`config.mk`:
```
export PLATFORM = sky130hd
export DESIGN_NAME = egress_scheduler_flat
export DESIGN_NICKNAME = d
export VERILOG_FILES = /design/src/rtl/egress_scheduler_if.sv /design/src/rtl/egress_scheduler.sv /design/src/flat_wrapper.sv
export SDC_FILE = /design/constraint.sdc
export NUM_CORES = 1
export LEC_CHECK = 0
export CAP_MARGIN = 20
export CORE_UTILIZATION = 45
export CTS_CLUSTER_DIAMETER = 80
export DETAILED_ROUTE_END_ITERATION = 12
export PLACE_DENSITY = 0.75
export SYNTH_ARGS = -nofsm -noshare
export SYNTH_HDL_FRONTEND = slang
export SYNTH_SLANG_ARGS = --single-unit
```
`constraint.sdc`:
```
create_clock -name clk -period 8.85 [get_ports clk]
set_input_delay 1.77 -clock clk [delete_from_list [all_inputs] [get_ports clk]]
set_output_delay 1.77 -clock clk [all_outputs]
set_load 0.01 [all_outputs]
```
`src/rtl/egress_scheduler_if.sv`:
```
// Handshake bundle between the input-side translators, one egress scheduler and its transmitter.
// The slave modport is the scheduler's view of the bundle.
interface egress_scheduler_if #(
  parameter int NUM_PORTS   = 4,
  parameter int QUEUE_DEPTH = 8,
  parameter int ADDR_W      = 16
);
  logic [NUM_PORTS-1:0]                write_reqs_i;
  logic [NUM_PORTS-1:0][ADDR_W-1:0]    start_ptrs_i;
  logic [ADDR_W-1:0]                   tx_ptr_o;
  logic                                tx_valid_o;
  logic                                tx_ready_i;
  logic [$clog2(QUEUE_DEPTH+1)-1:0]    queue_count_o;
  logic                                drop_pulse_o;
  logic [15:0]                         drop_count_o;

  modport slave (
    input  write_reqs_i, start_ptrs_i, tx_ready_i,
    output tx_ptr_o, tx_valid_o, queue_count_o, drop_pulse_o, drop_count_o
  );

  modport master (
    output write_reqs_i, start_ptrs_i, tx_ready_i,
    input  tx_ptr_o, tx_valid_o, queue_count_o, drop_pulse_o, drop_count_o
  );
endinterface

```
`src/rtl/egress_scheduler.sv`:
```
// Per-output-port scheduler: one pending slot per requester, round-robin arbitration
// into an in-order show-ahead descriptor queue drained over valid/ready.
module egress_scheduler #(
  parameter int NUM_PORTS   = 4,
  parameter int QUEUE_DEPTH = 8,
  parameter int ADDR_W      = 16
) (
  input  logic              clk,
  input  logic              rst,
  egress_scheduler_if.slave bus
);
  localparam int PTR_W  = $clog2(NUM_PORTS);
  localparam int IDX_W  = $clog2(QUEUE_DEPTH);
  localparam int CNT_W  = $clog2(QUEUE_DEPTH + 1);
  localparam int DROP_W = $clog2(NUM_PORTS + 1);

  logic [NUM_PORTS-1:0] vld_p0;
  logic [ADDR_W-1:0]    ptr_p0 [NUM_PORTS];
  logic [PTR_W-1:0]     rr_p0;

  logic [ADDR_W-1:0]    mem_p1 [QUEUE_DEPTH];
  logic [IDX_W-1:0]     head_p1;
  logic [IDX_W-1:0]     tail_p1;
  logic [CNT_W-1:0]     cnt_p1;
  logic                 vld_p1;

  logic                 pop;
  logic                 space;
  logic                 any_vld;
  logic                 grant;
  logic [PTR_W-1:0]     win;
  logic [NUM_PORTS-1:0] load;
  logic [NUM_PORTS-1:0] clr;
  logic [DROP_W-1:0]    ndrop;

  logic                 drop_pulse_q;
  logic [15:0]          drop_cnt_q;

  function automatic logic [PTR_W-1:0] wrap_port(input logic [PTR_W-1:0] base, input int off);
    int s;
    s = int'(base) + off;
    if (s >= NUM_PORTS) s = s - NUM_PORTS;
    return PTR_W'(s);
  endfunction

  function automatic logic [PTR_W-1:0] next_port(input logic [PTR_W-1:0] p);
    return (p == PTR_W'(NUM_PORTS - 1)) ? '0 : p + PTR_W'(1);
  endfunction

  function automatic logic [IDX_W-1:0] next_idx(input logic [IDX_W-1:0] p);
    return (p == IDX_W'(QUEUE_DEPTH - 1)) ? '0 : p + IDX_W'(1);
  endfunction

  function automatic logic [15:0] sat_add16(input logic [15:0] acc, input logic [DROP_W-1:0] n);
    logic [16:0] s;
    s = {1'b0, acc} + 17'(n);
    return s[16] ? 16'hFFFF : s[15:0];
  endfunction

  // Stage 2: arbitration over the pending slots, gated by queue space after this cycle's pop
  assign vld_p1 = (cnt_p1 != '0);
  assign pop    = vld_p1 && bus.tx_ready_i;
  assign space  = (cnt_p1 < CNT_W'(QUEUE_DEPTH)) || pop;

  always_comb begin
    any_vld = 1'b0;
    win     = '0;
    for (int k = 0; k < NUM_PORTS; k++) begin
      if (!any_vld && vld_p0[wrap_port(rr_p0, k)]) begin
        any_vld = 1'b1;
        win     = wrap_port(rr_p0, k);
      end
    end
  end

  assign grant = any_vld && space;

  // Stage 1: slot load/clear/drop decisions; a slot granted this cycle may be reloaded at once
  always_comb begin
    load  = '0;
    clr   = '0;
    ndrop = '0;
    for (int i = 0; i < NUM_PORTS; i++) begin
      clr[i]  = grant && (win == PTR_W'(i));
      load[i] = bus.write_reqs_i[i] && (!vld_p0[i] || clr[i]);
      if (bus.write_reqs_i[i] && vld_p0[i] && !clr[i]) ndrop = ndrop + DROP_W'(1);
    end
  end

  always_ff @(posedge clk or posedge rst) begin
    if (rst) begin
      vld_p0 <= '0;
      rr_p0  <= '0;
    end else begin
      vld_p0 <= load | (vld_p0 & ~clr);
      if (grant) rr_p0 <= next_port(win);
    end
  end

  always_ff @(posedge clk) begin
    for (int i = 0; i < NUM_PORTS; i++) begin
      if (load[i]) ptr_p0[i] <= bus.start_ptrs_i[i];
    end
  end

  // Stage 3: circular descriptor queue, pushed on grant and popped on accepted head
  always_ff @(posedge clk or posedge rst) begin
    if (rst) begin
      head_p1 <= '0;
      tail_p1 <= '0;
      cnt_p1  <= '0;
    end else begin
      if (grant) tail_p1 <= next_idx(tail_p1);
      if (pop)   head_p1 <= next_idx(head_p1);
      case ({grant, pop})
        2'b10:   cnt_p1 <= cnt_p1 + CNT_W'(1);
        2'b01:   cnt_p1 <= cnt_p1 - CNT_W'(1);
        default: cnt_p1 <= cnt_p1;
      endcase
    end
  end

  always_ff @(posedge clk) begin
    if (grant) mem_p1[tail_p1] <= ptr_p0[win];
  end

  always_ff @(posedge clk or posedge rst) begin
    if (rst) begin
      drop_pulse_q <= 1'b0;
      drop_cnt_q   <= '0;
    end else begin
      drop_pulse_q <= (ndrop != '0);
      drop_cnt_q   <= sat_add16(drop_cnt_q, ndrop);
    end
  end

  assign bus.tx_valid_o    = vld_p1;
  assign bus.tx_ptr_o      = vld_p1 ? mem_p1[head_p1] : '0;
  assign bus.queue_count_o = cnt_p1;
  assign bus.drop_pulse_o  = drop_pulse_q;
  assign bus.drop_count_o  = drop_cnt_q;
endmodule

```
`src/flat_wrapper.sv`:
```
// flat-port wrapper written by rule: the top's interface ports become plain ports
module egress_scheduler_flat 
#(
  parameter int NUM_PORTS   = 4,
  parameter int QUEUE_DEPTH = 8,
  parameter int ADDR_W      = 16
)
  (clk, rst, bus_write_reqs_i, bus_start_ptrs_i, bus_tx_ready_i, bus_tx_ptr_o, bus_tx_valid_o, bus_queue_count_o, bus_drop_pulse_o, bus_drop_count_o);
  egress_scheduler_if #(.NUM_PORTS(NUM_PORTS), .QUEUE_DEPTH(QUEUE_DEPTH), .ADDR_W(ADDR_W)) bus_i ();
  input  logic clk;
  input  logic rst;
  input wire logic [$bits(bus_i.write_reqs_i)-1:0] bus_write_reqs_i;
  input wire logic [$bits(bus_i.start_ptrs_i)-1:0] bus_start_ptrs_i;
  input wire logic [$bits(bus_i.tx_ready_i)-1:0] bus_tx_ready_i;
  output wire logic [$bits(bus_i.tx_ptr_o)-1:0] bus_tx_ptr_o;
  output wire logic [$bits(bus_i.tx_valid_o)-1:0] bus_tx_valid_o;
  output wire logic [$bits(bus_i.queue_count_o)-1:0] bus_queue_count_o;
  output wire logic [$bits(bus_i.drop_pulse_o)-1:0] bus_drop_pulse_o;
  output wire logic [$bits(bus_i.drop_count_o)-1:0] bus_drop_count_o;
  assign bus_i.write_reqs_i = bus_write_reqs_i;
  assign bus_i.start_ptrs_i = bus_start_ptrs_i;
  assign bus_i.tx_ready_i = bus_tx_ready_i;
  assign bus_tx_ptr_o = bus_i.tx_ptr_o;
  assign bus_tx_valid_o = bus_i.tx_valid_o;
  assign bus_queue_count_o = bus_i.queue_count_o;
  assign bus_drop_pulse_o = bus_i.drop_pulse_o;
  assign bus_drop_count_o = bus_i.drop_count_o;
  egress_scheduler #(.NUM_PORTS(NUM_PORTS), .QUEUE_DEPTH(QUEUE_DEPTH), .ADDR_W(ADDR_W)) u_core (.clk(clk), .rst(rst), .bus(bus_i));
endmodule
```
# ---- After elaboration in Yosys (flattened, before gate mapping)
# Memory sizes are Yosys's and may differ from the RTL's.
# Cells that the tools add are included.
dict set report word_totals {
  reg_bits 33
  latchBits 0
  ramBits 192
  rom_bits 0
  input_bits 71
  output_inout_bits 38
  wordCells 125
  mem_count 2
}
# memory words width rd rd_ports_with_merged_regs write_ports line
set memory_table {}
lappend memory_table {u_core.mem_p1 8 16 1 0 1 egress_scheduler.sv:21} ;# logic [ADDR_W-1:0] mem_p1 [QUEUE_DEPTH];
lappend memory_table {u_core.ptr_p0 4 16 1 0 4 egress_scheduler.sv:18} ;# logic [ADDR_W-1:0] ptr_p0 [NUM_PORTS];
dict set report classes {
  add_sub_neg 16
  mul 0
  n_div 0
  order_cmp 9
  n_eq_ne 7
  shift 0
  n_mux 40
  bitwise_logic 3
  reduce_logical 41
}
# operator n
set ops {}
lappend ops {{$mux W16} 2}
lappend ops {{$logic_and A1 B1 Y1} 21}
lappend ops {{$mux W1} 19}
lappend ops {{$mux W2} 9}
lappend ops {{$add A16 B3 Y17} 1}
lappend ops {{$mux W3} 5}
lappend ops {{$add A3 B1 Y3 const B} 4}
lappend ops {{$lt A2 B3 Y1 const B} 4}
lappend ops {{$logic_not A1 Y1} 11}
lappend ops {{$ge A3 B3 Y1 const B} 3}
lappend ops {{$bmux W1 S2} 4}
lappend ops {{$pmux W4 S2} 1}
lappend ops {{$sub A2 B1 Y2 const B} 4}
lappend ops {{$add A2 B2 Y3 const B} 2}
lappend ops {{$eq A2 B2 Y1 const B} 3}
lappend ops {{$eq A3 B3 Y1 const B} 2}
lappend ops {{$logic_or A1 B1 Y1} 5}
lappend ops {{$add A4 B1 Y4 const B} 1}
lappend ops {{$and A4 B4 Y4} 1}
lappend ops {{$eq A2 B1 Y1 const B} 2}
lappend ops {{$lt A4 B4 Y1 const B} 1}
lappend ops {{$not A4 Y4} 1}
lappend ops {{$or A4 B4 Y4} 1}
lappend ops {{$reduce_bool A4 Y1} 1}
lappend ops {{8 further kinds} 8}

# ---- Depth between registers and ports, before layout
dict set report logic_depth {
  ltp_word 27
  mapped_depth 21
  ltp_nobuf 20
}

# ---- Worst setup path after synthesis
# No wires, ideal clock.
dict set report synth_path {
  kind {input to register}
  from {input bus_tx_ready_i}
  to {register u_core.drop_cnt_q[15] (netlist: u_core.bus.drop_count_o[15])}
  setup_time_ps 125
  arrival_time_ps 5223
  required_time_ps 8725
  setup_slack_ps 3502
  stages 20
  n_path_buf 1
  cell_sequence {nand2b_1 o41a_1 clkbuf_1 inv_1 o31ai_1 or2_2 inv_1 ha_1 xnor2_1 ha_1 nand2_1 o31a_1 nand2_1 ha_1 a21o_1 a21oi_1 nor2_1 and2_1 nand3_1 mux2_2}
}
dict set report synth_via {
  elab_chain_cells 15
  word_cells_on_any_way 24
  cone_classes {add/sub (4); mux (5); reduce/logical (15)}
}
# item line
set synth_rtl {}
lappend synth_rtl {{start: declaration} flat_wrapper.sv:14} ;# input wire logic [$bits(bus_i.tx_ready_i)-1:0] bus_tx_ready_i;
lappend synth_rtl {{$logic_and A1 B1 Y1 *} egress_scheduler.sv:62} ;# assign pop = vld_p1 && bus.tx_ready_i;
lappend synth_rtl {{$logic_or A1 B1 Y1 *} egress_scheduler.sv:63} ;# assign space = (cnt_p1 < CNT_W'(QUEUE_DEPTH)) || pop;
lappend synth_rtl {{$logic_and A1 B1 Y1 *} egress_scheduler.sv:76} ;# assign grant = any_vld && space;
lappend synth_rtl {{$logic_and A1 B1 Y1} egress_scheduler.sv:84} ;# clr[i] = grant && (win == PTR_W'(i));
lappend synth_rtl {{$logic_not A1 Y1} egress_scheduler.sv:86} ;# if (bus.write_reqs_i[i] && vld_p0[i] && !clr[i]) ndrop = ndrop + DROP_W'(1);
lappend synth_rtl {{$logic_and A1 B1 Y1} egress_scheduler.sv:86}
lappend synth_rtl {{$mux W1} egress_scheduler.sv:86}
lappend synth_rtl {{$add A1 B1 Y2} egress_scheduler.sv:86}
lappend synth_rtl {{$mux W3} egress_scheduler.sv:86}
lappend synth_rtl {{$add A3 B1 Y3} egress_scheduler.sv:86}
lappend synth_rtl {{$mux W3} egress_scheduler.sv:86}
lappend synth_rtl {{$add A3 B1 Y3} egress_scheduler.sv:86}
lappend synth_rtl {{$mux W3 *} egress_scheduler.sv:86}
lappend synth_rtl {{$add A16 B3 Y17 *} egress_scheduler.sv:56} ;# s = {1'b0, acc} + 17'(n);
lappend synth_rtl {{$mux W16 *} egress_scheduler.sv:57} ;# return s[16] ? 16'hFFFF : s[15:0];
lappend synth_rtl {{end signal: assignment} egress_scheduler.sv:133} ;# drop_cnt_q <= sat_add16(drop_cnt_q, ndrop);
lappend synth_rtl {{end: declaration} egress_scheduler.sv:37} ;# logic [15:0] drop_cnt_q;
# Mark *: on every way between the ends. The rest lies on a longest branch, timed or not.
# A chain may end at the register's enable or synchronous reset.

# ---- Final worst setup path
dict set report layout_path {
  from {input bus_tx_ready_i}
  to {register u_core.drop_cnt_q[1] (netlist: u_core.bus.drop_count_o[1])}
}
# The elaborated chain is that of the path after synthesis.

==> flow_summary_export.csv <==
group,metric,value,unit
cells_and_area,final_common_cell,"edfxtp_1",
yosys,yosys_warnings,0,
drt,via_per_inst,5.30,
sta,finalHoldViolations,0,
critical_path,crit_path_start_kind,"input pin",
sta,final_max_slew_viol_count,0,
floorplan,die_area,21200,sq um
drt,drt_iter0_drc,358,
clock_network,htree_num_levels,1,
sta,slew_headroom,0.264,
floorplan,die_h,146,um
sta,rsz0062_at_grt,"no",
yosys,syn-num-nets,638,
yosys,syn_avg_cell_area,16.9,sq um
cells_and_area,antenna_cells,0,
sta,max_freq,160,MHz
power_and_ir_drop,p_leak,4.16,nW
power_and_ir_drop,power_density,406,nW/um^2
placed_design,port-buffer-count,108,
floorplan,initial_core_util,0.458,
placed_design,pre_cts_slack,2.15,ns
clock_network,clock_sinks,225,
clock_network,cts_tree,"built",
critical_path,cp_num_buf_inv,4,
grt,grt_pass1_wl,28.6,mm
critical_path,cpMaxStageDelayCell,"o31ai_1",
critical_path,critPathCaptureType,"flop",
sta,final.setup.tns,0,ns
yosys,synth_flop_cell,"edfxtp_1",
floorplan,pin_count,109,
placed_design,dp_hpwl,11.4,mm
power_and_ir_drop,ir_worst_vdd,0.228,mV
yosys,syn_area,9270,sq um
clock_network,clockBufferDepth,3,
drt,wl,18.1,mm
grt,grt_pass1_vias,5323,
grt,antenna_found_initial,0,
cells_and_area,layout-drive-gt1-share,0.160,
clock_network,post-cts-setup-buffers,0,
drt,drt-pass1-iter-count,5,
drt,drc,0,
yosys,async_reset_ff_frac,0.147,
drt,wl_per_cell,18.9,um
sta,period_needed,6.27,ns
critical_path,critical_path.most_common_cell,"inv_1",
critical_path,crit_chain,"clkdlybuf4s50_1 > nand2b_1 > o41a_1 > inv_1 > o31ai_1 > or2_2 > inv_1 > ha_1 > xnor2_1 > ha_1 > nand2_1 > o31a_1 > and2_1 > fa_1 > inv_1 > a21oi_1 > nor2_1 > nand3_1 > nand2_1",
critical_path,max_stage_delay,0.49,ns
clock_network,cts-root-buf,"clkbuf_16",
clock_network,clkTransAtPathRegs,0.06,ns
run,maxCapViolations,0,
drt,ant_nets,0,
sta,period_share,0.708,
drt,vias,5077,
placed_design,place_congestion,0.792,
cells_and_area,syn2layout_area_growth,24.1,%
clock_network,cts_buffers,23,
floorplan,fp.coreArea,20200,sq um
floorplan,fp-row-count,52,
cells_and_area,final_util,0.569,
grt,grtUsageTotal,0.174,
yosys,synth-edff-count,192,
sta,setup_viol,0,
grt,grt_max_degree,39,
floorplan,die_w,146,um
cells_and_area,nets,759,
yosys,syn_inst,550,
critical_path,worst_ep_required_time,9.28,ns
critical_path,path_delay_family,"simple AND/OR/NAND/NOR gates",
yosys,synth_seq_cells,225,
yosys,synth.yosys.seq_area_share,0.711,
clock_network,postCtsHoldBufs,0,
clock_network,clk-insertion-delay-late,0.52,ns
critical_path,arrival,6.69,ns
sta,clock_skew,0.0137,ns
critical_path,path_class,"in2reg",
min_path,hold_path_class,"reg2reg",
clock_network,cts_resized,0,
yosys,synth.distinct_cells,45,
grt,grt-ovfl-total,0,
run_status,status,"finished clean",
sta,worst_pin_slew,1.10,ns
critical_path,cp_max_fo,13,
cells_and_area,final_cell_mix,"edfxtp_1 (192), clkdlybuf4s50_1 (108), nor2_1 (41), nand2_1 (36), mux2i_1 (34)",
sta,fin_ws,2.58,ns
sequential cells by signal (all words and copies together), names as in the netlist:
| register | cells |
|---|---|
| u_core.rr_p0 | 2 |
| u_core.mem_p1 | 128 |
| u_core.tail_p1 | 3 |
| u_core.bus.queue_count_o | 4 |
| u_core.bus.drop_count_o | 16 |
| u_core.ptr_p0 | 64 |
| u_core.head_p1 | 3 |
| u_core.vld_p0 | 4 |
| u_core.bus.drop_pulse_o | 1 |
logic make-up after synthesis:
family / count (synthesis) / share of synthesized area
xor+xnor: 17 / 0.0161
compound gates: 47 / 0.0301
fa+ha+maj: 17 / 0.0246
simple gates: 121 / 0.0630
buf+inv: 39 / 0.0189
mux: 84 / 0.136
flops: 225 / 0.711
per-layer routing:
layer,GRT usage,vias to the layer above,share of wire
li1,-,2341,-
met1,0.237,2504,0.44
met2,0.283,192,0.48
met3,0.0282,40,0.060
met4,0.0679,0,0.024
met5,0,-,0
per-stage QoR:
| step | instances | hold slack (ns) | power [mW] | instance area [sq um] |
|---|---|---|---|---|
| global placement | 913 | 0.491 | 3.62 | 10700 |
| finish | 958 | 0.522 | 4.67 | 11500 |
| CTS | 956 | 0.518 | 4.67 | 11500 |
| detailed placement | 914 | 0.501 | 3.72 | 10700 |
| floorplan | 550 | 0.518 | 3.05 | 9270 |
| global route | 958 | 0.537 | 4.94 | 11500 |
cell usage after synthesis, types with 6 or more instances:
master / instances / area share
ha_1: 15 / 0.020
xor2_1: 7 / 0.0066
mux2_2: 18 / 0.022
inv_1: 16 / 0.0065
edfxtp_1: 192 / 0.62
and2_1: 6 / 0.0040
dfrtp_1: 33 / 0.089
a21oi_1: 26 / 0.014
nor2_1: 42 / 0.017
xnor2_1: 10 / 0.0094
nand2_1: 36 / 0.015
nand2b_1: 7 / 0.0047
mux4_2: 32 / 0.078
clkbuf_1: 10 / 0.0040
o21ai_0: 10 / 0.0054
mux2i_1: 34 / 0.037
area by class of cell:
class,count,area [sq um]
fill,1500,8730
tap,270,338
clock buffer,30,637
clock inverter,12,104
timing repair buffer,117,1190
multi-input combinational,286,2570
sequential,225,6590
inverter,18,67.6
report_power, final:
part | internal, mW | total (mW) | switching (mW)
Sequential | 1.74 | 1.91 | 0.173
Combinational | 0.817 | 1.82 | 1.01
Clock | 0.542 | 0.934 | 0.392
final timing paths:
check	endpoint	start	cells past startpoint	slack, ns
worst min register to register	u_core.bus.drop_count_o[12]$_DFF_PP0_	u_core.bus.drop_count_o[12]$_DFF_PP0_	1	0.52
worst max-delay path	u_core.bus.drop_count_o[1]$_DFF_PP0_	bus_tx_ready_i	19	2.58
max in group asynchronous	u_core.bus.drop_count_o[4]$_DFF_PP0_	rst	3	6.84
worst min-delay path	u_core.bus.drop_count_o[12]$_DFF_PP0_	u_core.bus.drop_count_o[12]$_DFF_PP0_	1	0.52
worst max register to register	u_core.bus.drop_count_o[1]$_DFF_PP0_	u_core.rr_p0[1]$_DFFE_PP0P_	18	3.67
min in group asynchronous	u_core.head_p1[1]$_DFFE_PP0P_	rst	3	1.68
worst reg2reg max path, stage by stage (launching register included):
cell      delay [ns]
dfrtp_1         0.45
a21oi_1         0.19
o21ai_0         0.10
o2bb2a_2        0.96
o31ai_1         0.24
or2_2           0.35
inv_1           0.09
ha_1            0.27
xnor2_1         0.16
ha_1            0.28
nand2_1         0.05
o31a_1          0.14
and2_1          0.18
fa_1            0.42
inv_1           0.07
a21oi_1         0.11
nor2_1          0.36
nand3_1         0.46
nand2_1         0.21
Note: power is estimated with default switching activity, not from simulation.
